===== src/rtl/regfile_sb_if.sv =====
// Bus bundle for regfile_sb: two read ports with busy flags, one write port,
// the scoreboard set port and the busy count.
interface regfile_sb_if #(
   parameter int DATA_W = 32,
   parameter int ADDR_W = 5
);
   logic [ADDR_W-1:0] read1;
   logic [ADDR_W-1:0] read2;
   logic [DATA_W-1:0] data1;
   logic [DATA_W-1:0] data2;
   logic              busy1;
   logic              busy2;
   logic [ADDR_W-1:0] write_reg;
   logic [DATA_W-1:0] write_data;
   logic              RegWrite;
   logic              set_busy;
   logic [ADDR_W-1:0] busy_reg;
   logic [ADDR_W:0]   busy_cnt;

   // No valid/ready handshake on this bus: RegWrite and set_busy are
   // single-cycle strobes sampled at every rising edge, and they are always
   // accepted. Reads, data and busy flags are combinational. busy_cnt is
   // registered.
   modport master (
      output read1, read2, write_reg, write_data, RegWrite, set_busy, busy_reg,
      input  data1, data2, busy1, busy2, busy_cnt
   );

   modport slave (
      input  read1, read2, write_reg, write_data, RegWrite, set_busy, busy_reg,
      output data1, data2, busy1, busy2, busy_cnt
   );
endinterface


===== src/rtl/regfile_sb.sv =====
// 2-read/1-write register file with a per-register busy scoreboard.
// Define REGFILE_BYPASS_EN to forward same-cycle writes to the read ports.
module regfile_sb #(
   parameter int DATA_W   = 32,
   parameter int ADDR_W   = 5,
   parameter int ZERO_REG = 1
) (
   input  logic         clk,
   input  logic         rst,
   regfile_sb_if.slave  bus
);
   localparam int              DEPTH     = 1 << ADDR_W;
   localparam bit              HAS_ZERO  = (ZERO_REG != 0);
   localparam logic [ADDR_W-1:0] ZERO_ADDR = '0;
   localparam logic [ADDR_W:0] CNT_ONE   = {{ADDR_W{1'b0}}, 1'b1};

   logic [DATA_W-1:0] mem [DEPTH];
   logic [DEPTH-1:0]  busy;
   logic [DEPTH-1:0]  busy_next;
   logic [ADDR_W:0]   cnt;
   logic [ADDR_W:0]   cnt_next;

   logic              write_en;
   logic              set_en;
   logic              cnt_inc;
   logic              cnt_dec;
   logic [DATA_W-1:0] rd1;
   logic [DATA_W-1:0] rd2;

   // Register 0 is hard-wired when ZERO_REG is on: never written, never set busy.
   assign write_en = bus.RegWrite && !(HAS_ZERO && (bus.write_reg == ZERO_ADDR));
   assign set_en   = bus.set_busy && !(HAS_ZERO && (bus.busy_reg == ZERO_ADDR));

   always_ff @(posedge clk or negedge rst) begin
      if (!rst) begin
         for (int i = 0; i < DEPTH; i++) begin
            mem[i] <= '0;
         end
      end else if (write_en) begin
         mem[bus.write_reg] <= bus.write_data;
      end
   end

   // Clear first, then set, so a new producer supersedes the completing one.
   always_comb begin
      busy_next = busy;
      if (bus.RegWrite) begin
         busy_next[bus.write_reg] = 1'b0;
      end
      if (set_en) begin
         busy_next[bus.busy_reg] = 1'b1;
      end
   end

   // Count only effective transitions so cnt stays equal to popcount(busy).
   assign cnt_inc = set_en && !busy[bus.busy_reg];
   assign cnt_dec = bus.RegWrite && busy[bus.write_reg] &&
                    !(set_en && (bus.busy_reg == bus.write_reg));

   always_comb begin
      cnt_next = cnt;
      if (cnt_inc && !cnt_dec) begin
         cnt_next = cnt + CNT_ONE;
      end else if (cnt_dec && !cnt_inc) begin
         cnt_next = cnt - CNT_ONE;
      end
   end

   always_ff @(posedge clk or negedge rst) begin
      if (!rst) begin
         busy <= '0;
         cnt  <= '0;
      end else begin
         busy <= busy_next;
         cnt  <= cnt_next;
      end
   end

   always_comb begin
      rd1 = mem[bus.read1];
      rd2 = mem[bus.read2];
      if (HAS_ZERO && (bus.read1 == ZERO_ADDR)) begin
         rd1 = '0;
      end
      if (HAS_ZERO && (bus.read2 == ZERO_ADDR)) begin
         rd2 = '0;
      end
   end

`ifdef REGFILE_BYPASS_EN
   logic hit1;
   logic hit2;

   assign hit1 = write_en && (bus.write_reg == bus.read1);
   assign hit2 = write_en && (bus.write_reg == bus.read2);

   always_comb begin
      bus.data1 = hit1 ? bus.write_data : rd1;
      bus.data2 = hit2 ? bus.write_data : rd2;
      bus.busy1 = hit1 ? (set_en && (bus.busy_reg == bus.read1)) : busy[bus.read1];
      bus.busy2 = hit2 ? (set_en && (bus.busy_reg == bus.read2)) : busy[bus.read2];
   end
`else
   always_comb begin
      bus.data1 = rd1;
      bus.data2 = rd2;
      bus.busy1 = busy[bus.read1];
      bus.busy2 = busy[bus.read2];
   end
`endif

   assign bus.busy_cnt = cnt;
endmodule


===== src/flat_wrapper.sv =====
// flat-port wrapper written by rule: the top's interface ports become plain ports
module regfile_sb_flat 
#(
   parameter int DATA_W   = 32,
   parameter int ADDR_W   = 5,
   parameter int ZERO_REG = 1
)
  (clk, rst, bus_read1, bus_read2, bus_write_reg, bus_write_data, bus_RegWrite, bus_set_busy, bus_busy_reg, bus_data1, bus_data2, bus_busy1, bus_busy2, bus_busy_cnt);
  regfile_sb_if #(.DATA_W(DATA_W), .ADDR_W(ADDR_W)) bus_i ();
  input  logic clk;
  input  logic rst;
  input wire logic [$bits(bus_i.read1)-1:0] bus_read1;
  input wire logic [$bits(bus_i.read2)-1:0] bus_read2;
  input wire logic [$bits(bus_i.write_reg)-1:0] bus_write_reg;
  input wire logic [$bits(bus_i.write_data)-1:0] bus_write_data;
  input wire logic [$bits(bus_i.RegWrite)-1:0] bus_RegWrite;
  input wire logic [$bits(bus_i.set_busy)-1:0] bus_set_busy;
  input wire logic [$bits(bus_i.busy_reg)-1:0] bus_busy_reg;
  output wire logic [$bits(bus_i.data1)-1:0] bus_data1;
  output wire logic [$bits(bus_i.data2)-1:0] bus_data2;
  output wire logic [$bits(bus_i.busy1)-1:0] bus_busy1;
  output wire logic [$bits(bus_i.busy2)-1:0] bus_busy2;
  output wire logic [$bits(bus_i.busy_cnt)-1:0] bus_busy_cnt;
  assign bus_i.read1 = bus_read1;
  assign bus_i.read2 = bus_read2;
  assign bus_i.write_reg = bus_write_reg;
  assign bus_i.write_data = bus_write_data;
  assign bus_i.RegWrite = bus_RegWrite;
  assign bus_i.set_busy = bus_set_busy;
  assign bus_i.busy_reg = bus_busy_reg;
  assign bus_data1 = bus_i.data1;
  assign bus_data2 = bus_i.data2;
  assign bus_busy1 = bus_i.busy1;
  assign bus_busy2 = bus_i.busy2;
  assign bus_busy_cnt = bus_i.busy_cnt;
  regfile_sb #(.DATA_W(DATA_W), .ADDR_W(ADDR_W), .ZERO_REG(ZERO_REG)) u_core (.clk(clk), .rst(rst), .bus(bus_i));
endmodule

===== config.mk =====
export PLATFORM = sky130hd
export DESIGN_NAME = regfile_sb_flat
export DESIGN_NICKNAME = d
export VERILOG_FILES = /design/src/rtl/regfile_sb_if.sv /design/src/rtl/regfile_sb.sv /design/src/flat_wrapper.sv
export SDC_FILE = /design/constraint.sdc
export NUM_CORES = 2
export LEC_CHECK = 0
export CORE_UTILIZATION = 50
export CTS_CLUSTER_DIAMETER = 200
export DETAILED_ROUTE_END_ITERATION = 10
export HOLD_SLACK_MARGIN = 0.02
export PLACE_DENSITY = 0.66
export SLEW_MARGIN = 10
export SYNTH_ARGS = -nofsm -noshare
export SYNTH_HDL_FRONTEND = slang
export SYNTH_SLANG_ARGS = --single-unit

===== constraint.sdc =====
create_clock -name clk -period 6.4 [get_ports clk]
set_input_delay 0.64 -clock clk [delete_from_list [all_inputs] [get_ports clk]]
set_output_delay 0.64 -clock clk [all_outputs]
set_load 0.1 [all_outputs]

[Yosys cells after proc, flatten, opt, wreduce, memory -nomap -nowiden]
Cells that the tools add are included.
Widths: inputs -> output; s select.
Cells by class
  bitwise logic cells: 6
  add/sub/neg operators: 2
  $lt $le $gt $ge: 10
  reductions and logical operators: 22
  multiplexer cells: 27
  eq/ne operators: 1
Operator list (number)
  $bwmux 1024: 1
  $bmux 32 s5: 2
  $mux 32: 9
  $demux 32 s5: 1
  $and 32x32->32: 1
  $not 32->32: 1
  $or 32x32->32: 1
  $lt 5x6->1 const B: 4
  $bmux 1 s5: 4
  $logic_not 5->1: 4
  $ge 6x6->1 const B: 3
  $not 5->6: 3
  $mux 6: 2
  $logic_and 1x1->1: 11
  $demux 1 s5: 2
  $ge 5x1->1 const B: 2
  $add 6x1->6 const B: 1
  $logic_not 1->1: 6
  $lt 6x1->1 const B: 1
  $mux 1: 6
  $sub 6x1->6 const B: 1
  $eq 5x5->1: 1
  $reduce_bool 2->1: 1
Storage, ports and cells
  word-level logic and storage cells: 102
  output and inout port bits: 72
  flip-flop bits (word level): 1062
  input port bits: 56

[Logic depth before layout (Yosys ltp)]
  depth in word-level cells: 9
  mapped depth: 13
  depth with buffers taken out: 11

[Worst setup path after synthesis]
Ideal clock, no wire load.
  path kind: in2out
  start point: input port bus_read1[1]
  end point: output port bus_data1[10]
  path slack: 1.514 ns
  path buffers: 4
  data required time: 5.760 ns
  cell stages on the path: 7
  arrival time: 4.246 ns
  cell sequence: buf_2 -> buf_2 -> buf_2 -> buf_1 -> mux4_2 -> mux2i_1 -> a221oi_1
Between the ends
  cells in the longest elaborated chain, start to end: 5
  elaborated cells on any way between the ends: 6
  those cells by class: mux (4); bitwise (1); reduce/logical (1)
Ends and longest elaborated chain
  start: declaration: line flat_wrapper.sv:12  | input wire logic [$bits(bus_i.read1)-1:0] bus_read1;
  $not 5->6 (implied by the code): line regfile_sb.sv:80  | rd1 = mem[bus.read1];
  $bmux 32 s5: line regfile_sb.sv:80
  $mux 32 (implied by the code) (2 in series): line regfile_sb.sv:80
  $mux 32 *: line regfile_sb.sv:82  | if (HAS_ZERO && (bus.read1 == ZERO_ADDR)) begin
  end: declaration: line flat_wrapper.sv:19  | output wire logic [$bits(bus_i.data1)-1:0] bus_data1;
Every way passes the cells marked *; elsewhere a longest branch is shown, timed or not. The select of a mux whose other input is x is not followed.

[Final worst setup path]
  start point: input port bus_read2[3]
  end point: output port bus_data2[19]
Between the ends
  cells in the longest elaborated chain, start to end: 5
  elaborated cells on any way between the ends: 6
  those cells by class: mux (4); bitwise (1); reduce/logical (1)
Ends and longest elaborated chain
  start: declaration: line flat_wrapper.sv:13  | input wire logic [$bits(bus_i.read2)-1:0] bus_read2;
  $not 5->6 (implied by the code): line regfile_sb.sv:81  | rd2 = mem[bus.read2];
  $bmux 32 s5: line regfile_sb.sv:81
  $mux 32 (implied by the code) (2 in series): line regfile_sb.sv:81
  $mux 32 *: line regfile_sb.sv:85  | if (HAS_ZERO && (bus.read2 == ZERO_ADDR)) begin
  end: declaration: line flat_wrapper.sv:20  | output wire logic [$bits(bus_i.data2)-1:0] bus_data2;
Marks and branches as above.

==> key figures <==
Clock network
  • Clk Latency, worst-skew pair: 0.71 ns
  • Root Driver: clkbuf_16
  • Clk buf depth: 3
  • Setup bufs post-CTS: 0
  • Clock transition at path regs: 0.05 ns
  • Number of hold buffers added after CTS: 1
  • Post-cts sizing count: 0
  • CTS tree: done
  • CTS H-tree depth: 3
  • CTS Sinks: 1062
  • CTS Buf Count: 118

Synth
  • EDFF count, synth: 0
  • Post-synthesis adder-cell area fraction: 0.146%
  • Warnings from Yosys: 0
  • Synth Flop Type: dfrtp_1
  • Syn Nets: 3601
  • Multiplexer area fraction after synthesis: 45.4%
  • Most frequent cells after synthesis: dfrtp_1 (1062), mux2_2 (995), mux4_2 (611), clkbuf_1 (240), buf_2 (130)
  • Largest family of logic cells by synthesized area: multiplexers
  • Synth Area in Compound Gates: 2.81%
  • Syn Area/Cell: 16.0 um2
  • Synth cell types: 47
  • Most common cell in the netlist: dfrtp_1
  • Gate Count Post-Synth: 3539
  • Post-synthesis sequential area ratio: 47.1%
  • Post-synth ARST share: 100%
  • Synth area leaders: dfrtp_1 (47%), mux4_2 (24%), mux2_2 (20%), clkbuf_1 (1.6%), mux2i_1 (1.2%)
  • Synth Register Bits: 1062
  • Top-area cell type share of the netlist area: 47.1%
  • Yosys top cell by area: dfrtp_1
  • Mapped cell area: 56500 um2
  • Post-Synth XOR/XNOR Area: 0.140%
  • Post-Synth Simple-Gate Area: 0.910%

Timing
  • Worst slew margin: 20.1%
  • Fmax: 209 MHz
  • Final min period: 4.78 ns
  • Slew @ Worst Pin: 1.20 ns
  • RSZ-0062 raised after global routing: no
  • Max Slew Vio Count: 0
  • Final hold violations: 0
  • Final setup viols: 0
  • Hold WS: 0.398 ns
  • Clock Skew: 0.0164 ns
  • TNS Setup: 0 ns
  • Period utilisation layout: 74.6%

Cells and area
  • Layout cell share with drive strength beyond 1: 56.0%
  • Max FFs per register: 1024
  • Finished Core Util: 56.4%
  • Multi-input gate area: 28100 um2
  • Nets: 3524
  • Layout Cells excl Fill: 5045
  • Syn-to-layout area delta: 11.0%
  • Fill cells: 8539
  • Register area: 26600 um2

Floorplan
  • Die Y: 338 um
  • Die Wd: 338 um
  • I/O pins: 128
  • Floorplan row count: 122
  • Initial Utilization: 50.8%
  • Die area: 114000 um2
  • Core area: 111000 um2

Critical path
  • Crit path largest cell delay: 1.03 ns
  • Setup CP Type: primary input to output port
  • Crit start category: primary input
  • Worst setup EP type: output port
  • Worst Path Required: 5.76 ns
  • Crit path arrival time: 4.14 ns
  • CP Cell Sequence: buf_4 > nor2_4 > nand2_2 > o221ai_1 > a221oi_1 > clkdlybuf4s50_1
  • Slowest cell on crit path: clkdlybuf4s50_1
  • Crit path max fanout: 16

Pwr
  • Leakage: 26.7 nW
  • PwrDens: 334 nW/um2
  • Maximum vdd drop: 239 uV

Global routing
  • Initial antenna violation count: 4
  • Largest net degree at the start of global routing: 198
  • First-pass GRT wire length: 255000 um
  • Total Routing Usage GR: 30.1%
  • Remaining global-route overflow: 0
  • Vias in the first global route: 37810

Routing
  • Initial drt markers: 3584
  • Met3 routed WL: 12400 um
  • Routed vias: 34978
  • DRC Markers: 0
  • DRT Wirelength: 170000 um
  • WL/cell: 33.7 um
  • Metal2 WL: 80400 um
  • Via density: 6.93
  • Wire length on met1: 70000 um
  • Routed Antenna Nets: 0
  • Top Layer Used: met4
  • Drt first pass iters: 6

Worst hold path
  • Hold Crit Class: flip-flop to flip-flop

Job
  • Max Cap Viol: 0

Placed design
  • Inst Count DP: 4829
  • Final GP Congestion: 0.913
  • PortBufs: 127
  • DP Wirelength: 101000 um

Status
  • Status: finished, final reports clean
## cells in the final DEF (no fill, tap or decap), types with 7 or more instances in the layout
| cell | n |
|---|---|
| a221oi_1 | 64 |
| a22o_1 | 10 |
| buf_12 | 13 |
| buf_4 | 136 |
| bufinv_16 | 8 |
| clkbuf_1 | 30 |
| clkbuf_16 | 121 |
| clkbuf_8 | 30 |
| clkdlybuf4s50_1 | 57 |
| clkinv_2 | 13 |
| dfrtp_1 | 1062 |
| inv_1 | 69 |
| mux2_2 | 995 |
| mux2i_1 | 68 |
| mux4_2 | 611 |
| nand2_1 | 21 |
| nand2_2 | 18 |
| nand3_1 | 7 |
| nor2_4 | 18 |
| nor3b_1 | 7 |
| o21ai_0 | 38 |
| o221ai_1 | 66 |
| xor2_1 | 7 |
## routing by layer
layer  GRT usage [%]  vias up
met5               0        -
met4            12.2        0
met3            5.95      404
met2            46.8     1578
met1            41.9    19264
li1                -    13732
## final timing paths
| path | startpoint | end | slack [ns] | cells after the start |
|---|---|---|---|---|
| worst max-delay path | bus_read2[3] | bus_data2[19] | 1.62 | 6 |
| worst min-delay path | u_core.mem[1006] | u_core.mem[1006] | 0.40 | 0 |
| worst max register to register | u_core.busy[7] | u_core.bus.busy_cnt[5] | 2.67 | 11 |
| worst min register to register | u_core.mem[1006] | u_core.mem[1006] | 0.40 | 0 |
| max in group asynchronous | rst | u_core.mem[931] | 4.11 | 3 |
| min in group asynchronous | rst | u_core.bus.busy_cnt[2] | 0.54 | 2 |
## critical path: cells and delay by family
kind | cells | cell delay [ns]
AND/OR/NAND/NOR | 2 | 1.67
buffers and inverters | 2 | 1.26
AO/OA/AOI/OAI | 2 | 0.50
## through the flow
| stage | setup slack, ns | area, um2 | total power [mW] |
|---|---|---|---|
| 2_1_floorplan | 1.51 | 56500 | 12.7 |
| 3_3_place_gp | 1.40 | 58800 | 13.8 |
| 3_5_place_dp | 1.29 | 58800 | 14.1 |
| 4_1_cts | 1.60 | 62700 | 21.0 |
| 5_1_grt | 1.50 | 62700 | 21.8 |
| 6_report | 1.62 | 62700 | 20.9 |
## power breakdown
part | total, mW | switching, mW | internal, mW
registers | 9.01 | 0.997 | 8.02
clock network | 6.91 | 2.80 | 4.11
logic | 5.00 | 2.35 | 2.65
## layout make-up
cell class                      count  area share (%)
Clock buffer                      181            5.67
Sequential cell                  1062            42.4
Tap cell                         1488            2.97
Multi-Input combinational cell   1995            44.8
Clock inverter                     30           0.624
Antenna cell                        4          0.0160
Inverter                           69           0.413
Timing Repair Buffer              216            3.14
## cell families (layout without fill, tap and decap cells)
group                      after synthesis  after routing
DFF                                   1062           1062
muxes                                 1674           1674
and+or+nand+nor                        106            106
buffers and inverters                  482            496
AOI/OAI and AO/OA                      200            200
xor gates and xnor gates                 9              9
adders and majority gates                6              6
other                                    0              4
Power figures use the tool's default switching activity.
